<file path="src/rtl/mem_req_arbiter_if.sv">
// Bundle of the upstream fetch/data request ports and the downstream
// sram-like memory port that mem_req_arbiter sits between.
//   slave  : arbiter view (takes requests, drives the memory port)
//   master : environment view (requesters plus downstream memory)
interface mem_req_arbiter_if #(
  parameter int unsigned ADDR_W = 32,
  parameter int unsigned DATA_W = 32
);
  localparam int unsigned STRB_W = DATA_W / 8;

  // Instruction-fetch requester (read-only)
  logic              inst_req;
  logic [ADDR_W-1:0] inst_addr;
  logic              inst_cancel;
  logic              inst_addr_ok;
  logic              inst_data_ok;
  logic [DATA_W-1:0] inst_rdata;

  // Data-memory requester (read/write)
  logic              data_req;
  logic              data_wr;
  logic [1:0]        data_size;
  logic [ADDR_W-1:0] data_addr;
  logic [DATA_W-1:0] data_wdata;
  logic [STRB_W-1:0] data_wstrb;
  logic              data_addr_ok;
  logic              data_data_ok;
  logic [DATA_W-1:0] data_rdata;

  // Shared downstream memory port
  logic              mem_req;
  logic              mem_wr;
  logic [1:0]        mem_size;
  logic [ADDR_W-1:0] mem_addr;
  logic [DATA_W-1:0] mem_wdata;
  logic [STRB_W-1:0] mem_wstrb;
  logic              mem_addr_ok;
  logic              mem_data_ok;
  logic [DATA_W-1:0] mem_rdata;

  modport slave (
    input  inst_req, inst_addr, inst_cancel,
    output inst_addr_ok, inst_data_ok, inst_rdata,
    input  data_req, data_wr, data_size, data_addr, data_wdata, data_wstrb,
    output data_addr_ok, data_data_ok, data_rdata,
    output mem_req, mem_wr, mem_size, mem_addr, mem_wdata, mem_wstrb,
    input  mem_addr_ok, mem_data_ok, mem_rdata
  );

  modport master (
    output inst_req, inst_addr, inst_cancel,
    input  inst_addr_ok, inst_data_ok, inst_rdata,
    output data_req, data_wr, data_size, data_addr, data_wdata, data_wstrb,
    input  data_addr_ok, data_data_ok, data_rdata,
    input  mem_req, mem_wr, mem_size, mem_addr, mem_wdata, mem_wstrb,
    output mem_addr_ok, mem_data_ok, mem_rdata
  );
endinterface

</file>
<file path="src/rtl/mem_req_arbiter.sv">
// Shares one sram-like memory port between instruction fetch (read-only)
// and data memory (read/write). One transaction in flight at a time; data
// wins ties unless fetch has been passed over STARVE_LIMIT times in a row.
// Flushed fetches complete downstream but their response never reaches IF.
// Ports:
//   clk    : clock
//   reset  : synchronous active-high reset
//   bus_io : request/response bundle (slave modport), see mem_req_arbiter_if
module mem_req_arbiter #(
  parameter int unsigned ADDR_W       = 32,
  parameter int unsigned DATA_W       = 32,
  parameter int unsigned STARVE_LIMIT = 4
) (
  input logic               clk,
  input logic               reset,
  mem_req_arbiter_if.slave  bus_io
);
  localparam int unsigned STRB_W = DATA_W / 8;
  localparam int unsigned CNT_W  = 4;
  localparam logic [CNT_W-1:0] LIMIT = CNT_W'(STARVE_LIMIT);

  typedef enum logic [1:0] {IDLE, ADDR, DATA} state_e;

  state_e            state_q, state_d;
  logic              owner_q, owner_d;   // 0 = inst, 1 = data
  logic              drop_q,  drop_d;
  logic [CNT_W-1:0]  cnt_q,   cnt_d;
  logic              wr_q,    wr_d;
  logic [1:0]        size_q,  size_d;
  logic [ADDR_W-1:0] addr_q,  addr_d;
  logic [DATA_W-1:0] wdata_q, wdata_d;
  logic [STRB_W-1:0] wstrb_q, wstrb_d;
  logic              rst_q;

  logic hold;
  logic grant_inst, grant_data;
  logic inst_addr_ok_c, data_addr_ok_c;
  logic inst_data_ok_c, data_data_ok_c;
  logic mem_req_c;

  // Outputs stay quiet in the reset cycle and the one after it
  assign hold = reset | rst_q;

  // State register
  always_ff @(posedge clk) begin
    rst_q <= reset;
    if (reset) begin
      state_q <= IDLE;
      owner_q <= 1'b0;
      drop_q  <= 1'b0;
      cnt_q   <= '0;
      wr_q    <= 1'b0;
      size_q  <= '0;
      addr_q  <= '0;
      wdata_q <= '0;
      wstrb_q <= '0;
    end else begin
      state_q <= state_d;
      owner_q <= owner_d;
      drop_q  <= drop_d;
      cnt_q   <= cnt_d;
      wr_q    <= wr_d;
      size_q  <= size_d;
      addr_q  <= addr_d;
      wdata_q <= wdata_d;
      wstrb_q <= wstrb_d;
    end
  end

  // Next-state and combinational handshake outputs
  always_comb begin
    state_d        = state_q;
    owner_d        = owner_q;
    drop_d         = drop_q;
    cnt_d          = cnt_q;
    wr_d           = wr_q;
    size_d         = size_q;
    addr_d         = addr_q;
    wdata_d        = wdata_q;
    wstrb_d        = wstrb_q;
    grant_inst     = 1'b0;
    grant_data     = 1'b0;
    inst_addr_ok_c = 1'b0;
    data_addr_ok_c = 1'b0;
    inst_data_ok_c = 1'b0;
    data_data_ok_c = 1'b0;
    mem_req_c      = 1'b0;

    unique case (state_q)
      IDLE: begin
        if (!hold) begin
          grant_inst = bus_io.inst_req & (~bus_io.data_req | (cnt_q == LIMIT));
          grant_data = bus_io.data_req & ~grant_inst;
        end
        if (grant_inst) begin
          inst_addr_ok_c = 1'b1;
          owner_d        = 1'b0;
          wr_d           = 1'b0;
          size_d         = 2'd2;
          addr_d         = bus_io.inst_addr;
          wdata_d        = '0;
          wstrb_d        = '0;
          drop_d         = bus_io.inst_cancel;
          cnt_d          = '0;
          state_d        = ADDR;
        end else if (grant_data) begin
          data_addr_ok_c = 1'b1;
          owner_d        = 1'b1;
          wr_d           = bus_io.data_wr;
          size_d         = bus_io.data_size;
          addr_d         = bus_io.data_addr;
          wdata_d        = bus_io.data_wdata;
          wstrb_d        = bus_io.data_wstrb;
          drop_d         = 1'b0;
          // Count only grants that made a waiting fetch lose
          if (!bus_io.inst_req)   cnt_d = '0;
          else if (cnt_q < LIMIT) cnt_d = CNT_W'(cnt_q + CNT_W'(1));
          state_d        = ADDR;
        end
      end

      ADDR: begin
        mem_req_c = 1'b1;
        if (!owner_q && bus_io.inst_cancel) drop_d = 1'b1;
        if (bus_io.mem_addr_ok) state_d = DATA;
      end

      DATA: begin
        if (bus_io.mem_data_ok) begin
          // A cancel coincident with the response also suppresses it
          data_data_ok_c = owner_q;
          inst_data_ok_c = ~owner_q & ~drop_q & ~bus_io.inst_cancel;
          drop_d         = 1'b0;
          state_d        = IDLE;
        end else if (!owner_q && bus_io.inst_cancel) begin
          drop_d = 1'b1;
        end
      end

      default: state_d = IDLE;
    endcase
  end

  assign bus_io.inst_addr_ok = inst_addr_ok_c & ~hold;
  assign bus_io.data_addr_ok = data_addr_ok_c & ~hold;
  assign bus_io.inst_data_ok = inst_data_ok_c & ~hold;
  assign bus_io.data_data_ok = data_data_ok_c & ~hold;
  assign bus_io.inst_rdata   = hold ? '0 : bus_io.mem_rdata;
  assign bus_io.data_rdata   = hold ? '0 : bus_io.mem_rdata;

  assign bus_io.mem_req   = mem_req_c & ~hold;
  assign bus_io.mem_wr    = wr_q & ~hold;
  assign bus_io.mem_size  = hold ? '0 : size_q;
  assign bus_io.mem_addr  = hold ? '0 : addr_q;
  assign bus_io.mem_wdata = hold ? '0 : wdata_q;
  assign bus_io.mem_wstrb = hold ? '0 : wstrb_q;
endmodule

</file>
<file path="src/flat_wrapper.sv">
// flat-port wrapper written by rule: the top's interface ports become plain ports
module mem_req_arbiter_flat 
#(
  parameter int unsigned ADDR_W       = 32,
  parameter int unsigned DATA_W       = 32,
  parameter int unsigned STARVE_LIMIT = 4
)
  (clk, reset, bus_io_inst_req, bus_io_inst_addr, bus_io_inst_cancel, bus_io_inst_addr_ok, bus_io_inst_data_ok, bus_io_inst_rdata, bus_io_data_req, bus_io_data_wr, bus_io_data_size, bus_io_data_addr, bus_io_data_wdata, bus_io_data_wstrb, bus_io_data_addr_ok, bus_io_data_data_ok, bus_io_data_rdata, bus_io_mem_req, bus_io_mem_wr, bus_io_mem_size, bus_io_mem_addr, bus_io_mem_wdata, bus_io_mem_wstrb, bus_io_mem_addr_ok, bus_io_mem_data_ok, bus_io_mem_rdata);
  mem_req_arbiter_if #(.ADDR_W(ADDR_W), .DATA_W(DATA_W)) bus_io_i ();
  input logic clk;
  input logic reset;
  input wire logic [$bits(bus_io_i.inst_req)-1:0] bus_io_inst_req;
  input wire logic [$bits(bus_io_i.inst_addr)-1:0] bus_io_inst_addr;
  input wire logic [$bits(bus_io_i.inst_cancel)-1:0] bus_io_inst_cancel;
  output wire logic [$bits(bus_io_i.inst_addr_ok)-1:0] bus_io_inst_addr_ok;
  output wire logic [$bits(bus_io_i.inst_data_ok)-1:0] bus_io_inst_data_ok;
  output wire logic [$bits(bus_io_i.inst_rdata)-1:0] bus_io_inst_rdata;
  input wire logic [$bits(bus_io_i.data_req)-1:0] bus_io_data_req;
  input wire logic [$bits(bus_io_i.data_wr)-1:0] bus_io_data_wr;
  input wire logic [$bits(bus_io_i.data_size)-1:0] bus_io_data_size;
  input wire logic [$bits(bus_io_i.data_addr)-1:0] bus_io_data_addr;
  input wire logic [$bits(bus_io_i.data_wdata)-1:0] bus_io_data_wdata;
  input wire logic [$bits(bus_io_i.data_wstrb)-1:0] bus_io_data_wstrb;
  output wire logic [$bits(bus_io_i.data_addr_ok)-1:0] bus_io_data_addr_ok;
  output wire logic [$bits(bus_io_i.data_data_ok)-1:0] bus_io_data_data_ok;
  output wire logic [$bits(bus_io_i.data_rdata)-1:0] bus_io_data_rdata;
  output wire logic [$bits(bus_io_i.mem_req)-1:0] bus_io_mem_req;
  output wire logic [$bits(bus_io_i.mem_wr)-1:0] bus_io_mem_wr;
  output wire logic [$bits(bus_io_i.mem_size)-1:0] bus_io_mem_size;
  output wire logic [$bits(bus_io_i.mem_addr)-1:0] bus_io_mem_addr;
  output wire logic [$bits(bus_io_i.mem_wdata)-1:0] bus_io_mem_wdata;
  output wire logic [$bits(bus_io_i.mem_wstrb)-1:0] bus_io_mem_wstrb;
  input wire logic [$bits(bus_io_i.mem_addr_ok)-1:0] bus_io_mem_addr_ok;
  input wire logic [$bits(bus_io_i.mem_data_ok)-1:0] bus_io_mem_data_ok;
  input wire logic [$bits(bus_io_i.mem_rdata)-1:0] bus_io_mem_rdata;
  assign bus_io_i.inst_req = bus_io_inst_req;
  assign bus_io_i.inst_addr = bus_io_inst_addr;
  assign bus_io_i.inst_cancel = bus_io_inst_cancel;
  assign bus_io_inst_addr_ok = bus_io_i.inst_addr_ok;
  assign bus_io_inst_data_ok = bus_io_i.inst_data_ok;
  assign bus_io_inst_rdata = bus_io_i.inst_rdata;
  assign bus_io_i.data_req = bus_io_data_req;
  assign bus_io_i.data_wr = bus_io_data_wr;
  assign bus_io_i.data_size = bus_io_data_size;
  assign bus_io_i.data_addr = bus_io_data_addr;
  assign bus_io_i.data_wdata = bus_io_data_wdata;
  assign bus_io_i.data_wstrb = bus_io_data_wstrb;
  assign bus_io_data_addr_ok = bus_io_i.data_addr_ok;
  assign bus_io_data_data_ok = bus_io_i.data_data_ok;
  assign bus_io_data_rdata = bus_io_i.data_rdata;
  assign bus_io_mem_req = bus_io_i.mem_req;
  assign bus_io_mem_wr = bus_io_i.mem_wr;
  assign bus_io_mem_size = bus_io_i.mem_size;
  assign bus_io_mem_addr = bus_io_i.mem_addr;
  assign bus_io_mem_wdata = bus_io_i.mem_wdata;
  assign bus_io_mem_wstrb = bus_io_i.mem_wstrb;
  assign bus_io_i.mem_addr_ok = bus_io_mem_addr_ok;
  assign bus_io_i.mem_data_ok = bus_io_mem_data_ok;
  assign bus_io_i.mem_rdata = bus_io_mem_rdata;
  mem_req_arbiter #(.ADDR_W(ADDR_W), .DATA_W(DATA_W), .STARVE_LIMIT(STARVE_LIMIT)) u_core (.clk(clk), .reset(reset), .bus_io(bus_io_i));
endmodule
</file>
<file path="config.mk">
export PLATFORM = sky130hd
export DESIGN_NAME = mem_req_arbiter_flat
export DESIGN_NICKNAME = d
export VERILOG_FILES = /design/src/rtl/mem_req_arbiter_if.sv /design/src/rtl/mem_req_arbiter.sv /design/src/flat_wrapper.sv
export SDC_FILE = /design/constraint.sdc
export NUM_CORES = 1
export LEC_CHECK = 0
export ABC_AREA = 1
export CAP_MARGIN = 15
export CORE_UTILIZATION = 34
export DETAILED_ROUTE_END_ITERATION = 10
export PLACE_DENSITY = 0.82
export SLEW_MARGIN = 20
export SYNTH_ARGS = -nofsm -noshare
export SYNTH_HDL_FRONTEND = slang
export SYNTH_SLANG_ARGS = --single-unit
</file>
<file path="constraint.sdc">
create_clock -name clk -period 1.5 [get_ports clk]
set_clock_uncertainty 0.1 [all_clocks]
set_input_delay 0.3 -clock clk [delete_from_list [all_inputs] [get_ports clk]]
set_output_delay 0.3 -clock clk [all_outputs]
set_load 0.02 [all_outputs]
</file>
==> flow_metrics.tcl <==
set metrics [dict create \
    drive_gt1_share_pct 30.9 \
    synth_cell_types 21 \
    synthTopCellsByArea "dfxtp_1 35%, nand2_1 16%, inv_1 13%" \
    die_y_um 117 \
    r2r-start "u_core.rst_q" \
    postCtsHoldBufs 0 \
    cts-htree-levels 3 \
    drc 0 \
    grt-ovfl-total 0 \
    synth_seq_cells 80 \
    cts.path.max_buffers 2 \
    p_leak_nw 3.77 \
    synth_top_area_share_pct 35.4 \
    fp-row-count 41 \
    dp_hpwl_um 10800 \
    timing.rr.end "u_core.addr_q[0]" \
    hold_violations 0 \
    drtIter0Drc 218 \
    antenna_left 0 \
    cp-start-kind "flop" \
    cts-root-buf "clkbuf_16" \
    violations "setup timing" \
    grt_busiest_layer "met2" \
    cts_tree "built" \
    whs_endpoint "u_core.wstrb_q[2]" \
    ir_drop_mv 0.664 \
    via_count 5259 \
    rsz0062_at_grt "yes" \
    critPathArrivalTime_ns 1.41 \
    track_usage_pct 22.1 \
    slew_violations 0 \
    netlist_area_um2 4520 \
    first_global_vias 5002 \
    syn_inst 753 \
    r2r.worst_path.cells 11 \
    area_growth_pct 91.4 \
    worst_ep_required_time_ns 1.10 \
    path_cells "nor2_4 > buf_4 > inv_4 > buf_12 > nor2_4 > buf_6" \
    layout_min_cycle_time_ns 1.81 \
    cts_buffers 9 \
    hold_path_class "reg2reg" \
    cp_top_family "buffers and inverters" \
    die_width_um 117 \
    powerDensity_nw_per_um2 912 \
    cap_violations 0 \
    worstMarginPinSlew_ns 0.833 \
    setup_ws_ns -0.306 \
    outcome "finished, violations left" \
    relSlewSlack_pct 44.5 \
    start_util_pct 35.4 \
    syn-num-nets 902 \
    worstHoldStart "u_core.wstrb_q[2]" \
    finalPower_mw 7.89 \
    crit_top_cell "nor2_4" \
    use_met1_pct 25.4 \
    wl_per_cell_um 13.3 \
    cp_slowest_stage_delay_ns 0.33 \
    r2r_slack_ns -0.22 \
    core_area_um2 12800 \
    dr.pass1.iters 4 \
    grt_antenna_before_repair 1 \
    whs_path_depth 2 \
    insertion_delay_ns 0.33 \
    viasPerCell 4.42 \
    io_buffers 281 \
    grt_first_pass_wirelength_um 24700 \
    crit_path_start "u_core.rst_q" \
    clk_pin_slew_ns 0.06 \
    syn_avg_cell_area_um2 6.00 \
    worstSetupPathType "reg2out" \
    wl_um 15800 \
    hold_slack_ns 0.362 \
    fin_util_pct 67.8 \
    fin_crit_sh_pct 120 \
    cts.sinks 80 \
    path_buf_inv 4 \
    grt_max_degree 77 \
    synth_largest_area_cell "dfxtp_1" \
    routabilityCongestion 0.799 \
    nets 1163 \
    fmax_ghz 0.554 \
    crit_fanout 8 \
    setup_viol 218 \
    dieArea_um2 13800 \
    yosysSeqAreaShare_pct 35.4 \
    use_met3_pct 6.32 \
    cp-end-kind "output pin" \
    use_met2_pct 39.4 \
    yosysWarnings 0 \
    cpMaxStageDelayCell "dfxtp_2" \
    critical_path_depth 6 \
    io_pins 282 \
]
worst max path at each step:
stage,to,slack (ns)
after detailed placement,bus_io_data_addr_ok,-0.74
after global placement,bus_io_data_addr_ok,-0.71
after global routing,bus_io_mem_wdata[7],-0.39
after floorplan,bus_io_inst_rdata[0],-0.05
final,bus_io_data_rdata[14],-0.31
after CTS,bus_io_data_addr_ok,-0.31
timing repair:
item	4_1_cts	5_1_grt
pin swaps	7	4
cloned	3	1
setup buffers	3	2
setup endpoints to repair	216	219
resized for setup	787	105
cells by family (layout without fill, tap and decap cells):
group	count (synthesis)	in the layout	synth area share, %
xor gates and xnor gates	1	1	0.194
adders and majority gates	7	7	1.94
buffers and inverters	230	494	22.4
AOI/OAI and AO/OA	82	82	9.19
DFF	80	80	35.4
other	0	1	0
and+or+nand+nor	353	353	30.8
layout by cell type (no fill, tap or decap):
cell / n
inv_4: 2
buf_6: 111
ha_4: 1
clkinv_2: 1
buf_2: 3
buf_16: 3
buf_12: 8
ha_2: 1
clkbuf_16: 10
bufinv_16: 3
nor2_1: 23
nor2_2: 32
nand3_4: 1
o22ai_1: 1
clkbuf_1: 1
inv_2: 5
diode_2: 1
dfxtp_2: 5
o21ai_0: 4
nor4_4: 1
nand2_2: 2
buf_8: 3
nand3_2: 3
ha_1: 5
o21ai_2: 1
nand3_1: 37
xnor2_1: 1
inv_1: 150
nor2_4: 64
inv_12: 1
clkdlybuf4s50_1: 140
nand3b_1: 1
dfxtp_1: 75
a21oi_1: 76
buf_4: 53
nand2_1: 189
state kept, by name, summed over array words and instances, names as in the netlist:
signal          cells
u_core.drop_q       1
u_core.size_q       2
u_core.wstrb_q      4
u_core.cnt_q        4
u_core.state_q      2
u_core.addr_q      32
u_core.rst_q        1
u_core.wr_q         1
u_core.wdata_q     32
u_core.owner_q      1
metrics by stage:
| stage | setup TNS (ns) | cell area [um2] | cells | setup slack (ns) |
|---|---|---|---|---|
| global route | -68.77 | 8650 | 1189 | -0.391 |
| detailed placement | -122.42 | 7840 | 1166 | -0.739 |
| global placement | -116.57 | 7840 | 1166 | -0.710 |
| CTS | -52.43 | 8230 | 1186 | -0.314 |
| finish | -49.73 | 8650 | 1190 | -0.306 |
| floorplan | -0.322 | 4950 | 753 | -0.0488 |
metal layers:
metal | part of all wire (%) | up-vias | wire length [um]
met5 | 0 | - | 0
met4 | 1.5 | 0 | 231
met1 | 40 | 2362 | 6320
met3 | 6.8 | 19 | 1080
met2 | 52 | 179 | 8190
li1 | - | 2699 | -
synthesized netlist by cell type, drive strengths merged:
library cell / number
nand2: 191
inv: 157
nor2: 119
dfxtp: 80
a21oi: 76
buf: 52
nand3: 41
clkbuf: 21
ha: 7
o21ai: 5
nand3b: 1
nor4: 1
o22ai: 1
xnor2: 1
worst reg2reg max path, delay by kind of cell, from the launching register on:
| kind | cells | cell delay (ns) |
|---|---|---|
| AND/OR/NAND/NOR | 5 | 0.44 |
| flip-flops | 1 | 0.33 |
| buffers and inverters | 6 | 0.81 |
report_power, final:
group | leakage (nW) | internal (mW) | total [mW] | switching (mW)
registers | 0.654 | 2.43 | 2.55 | 0.128
clock network | 0.158 | 1.61 | 2.44 | 0.831
logic | 2.96 | 1.35 | 2.90 | 1.55
total | 3.77 | 5.38 | 7.89 | 2.51
final cells by class:
| type | count | area (um2) |
|---|---|---|
| Clock inverter | 4 | 95.1 |
| Inverter | 157 | 604 |
| Antenna cell | 1 | 2.50 |
| Tap cell | 172 | 215 |
| Sequential cell | 80 | 1610 |
| Multi-Input combinational cell | 443 | 2520 |
| Timing Repair inverter | 1 | 6.26 |
| Timing Repair Buffer | 322 | 3380 |
| Clock buffer | 10 | 229 |
| Fill cell | 1058 | 4120 |
(Power assumes the default switching activity.)
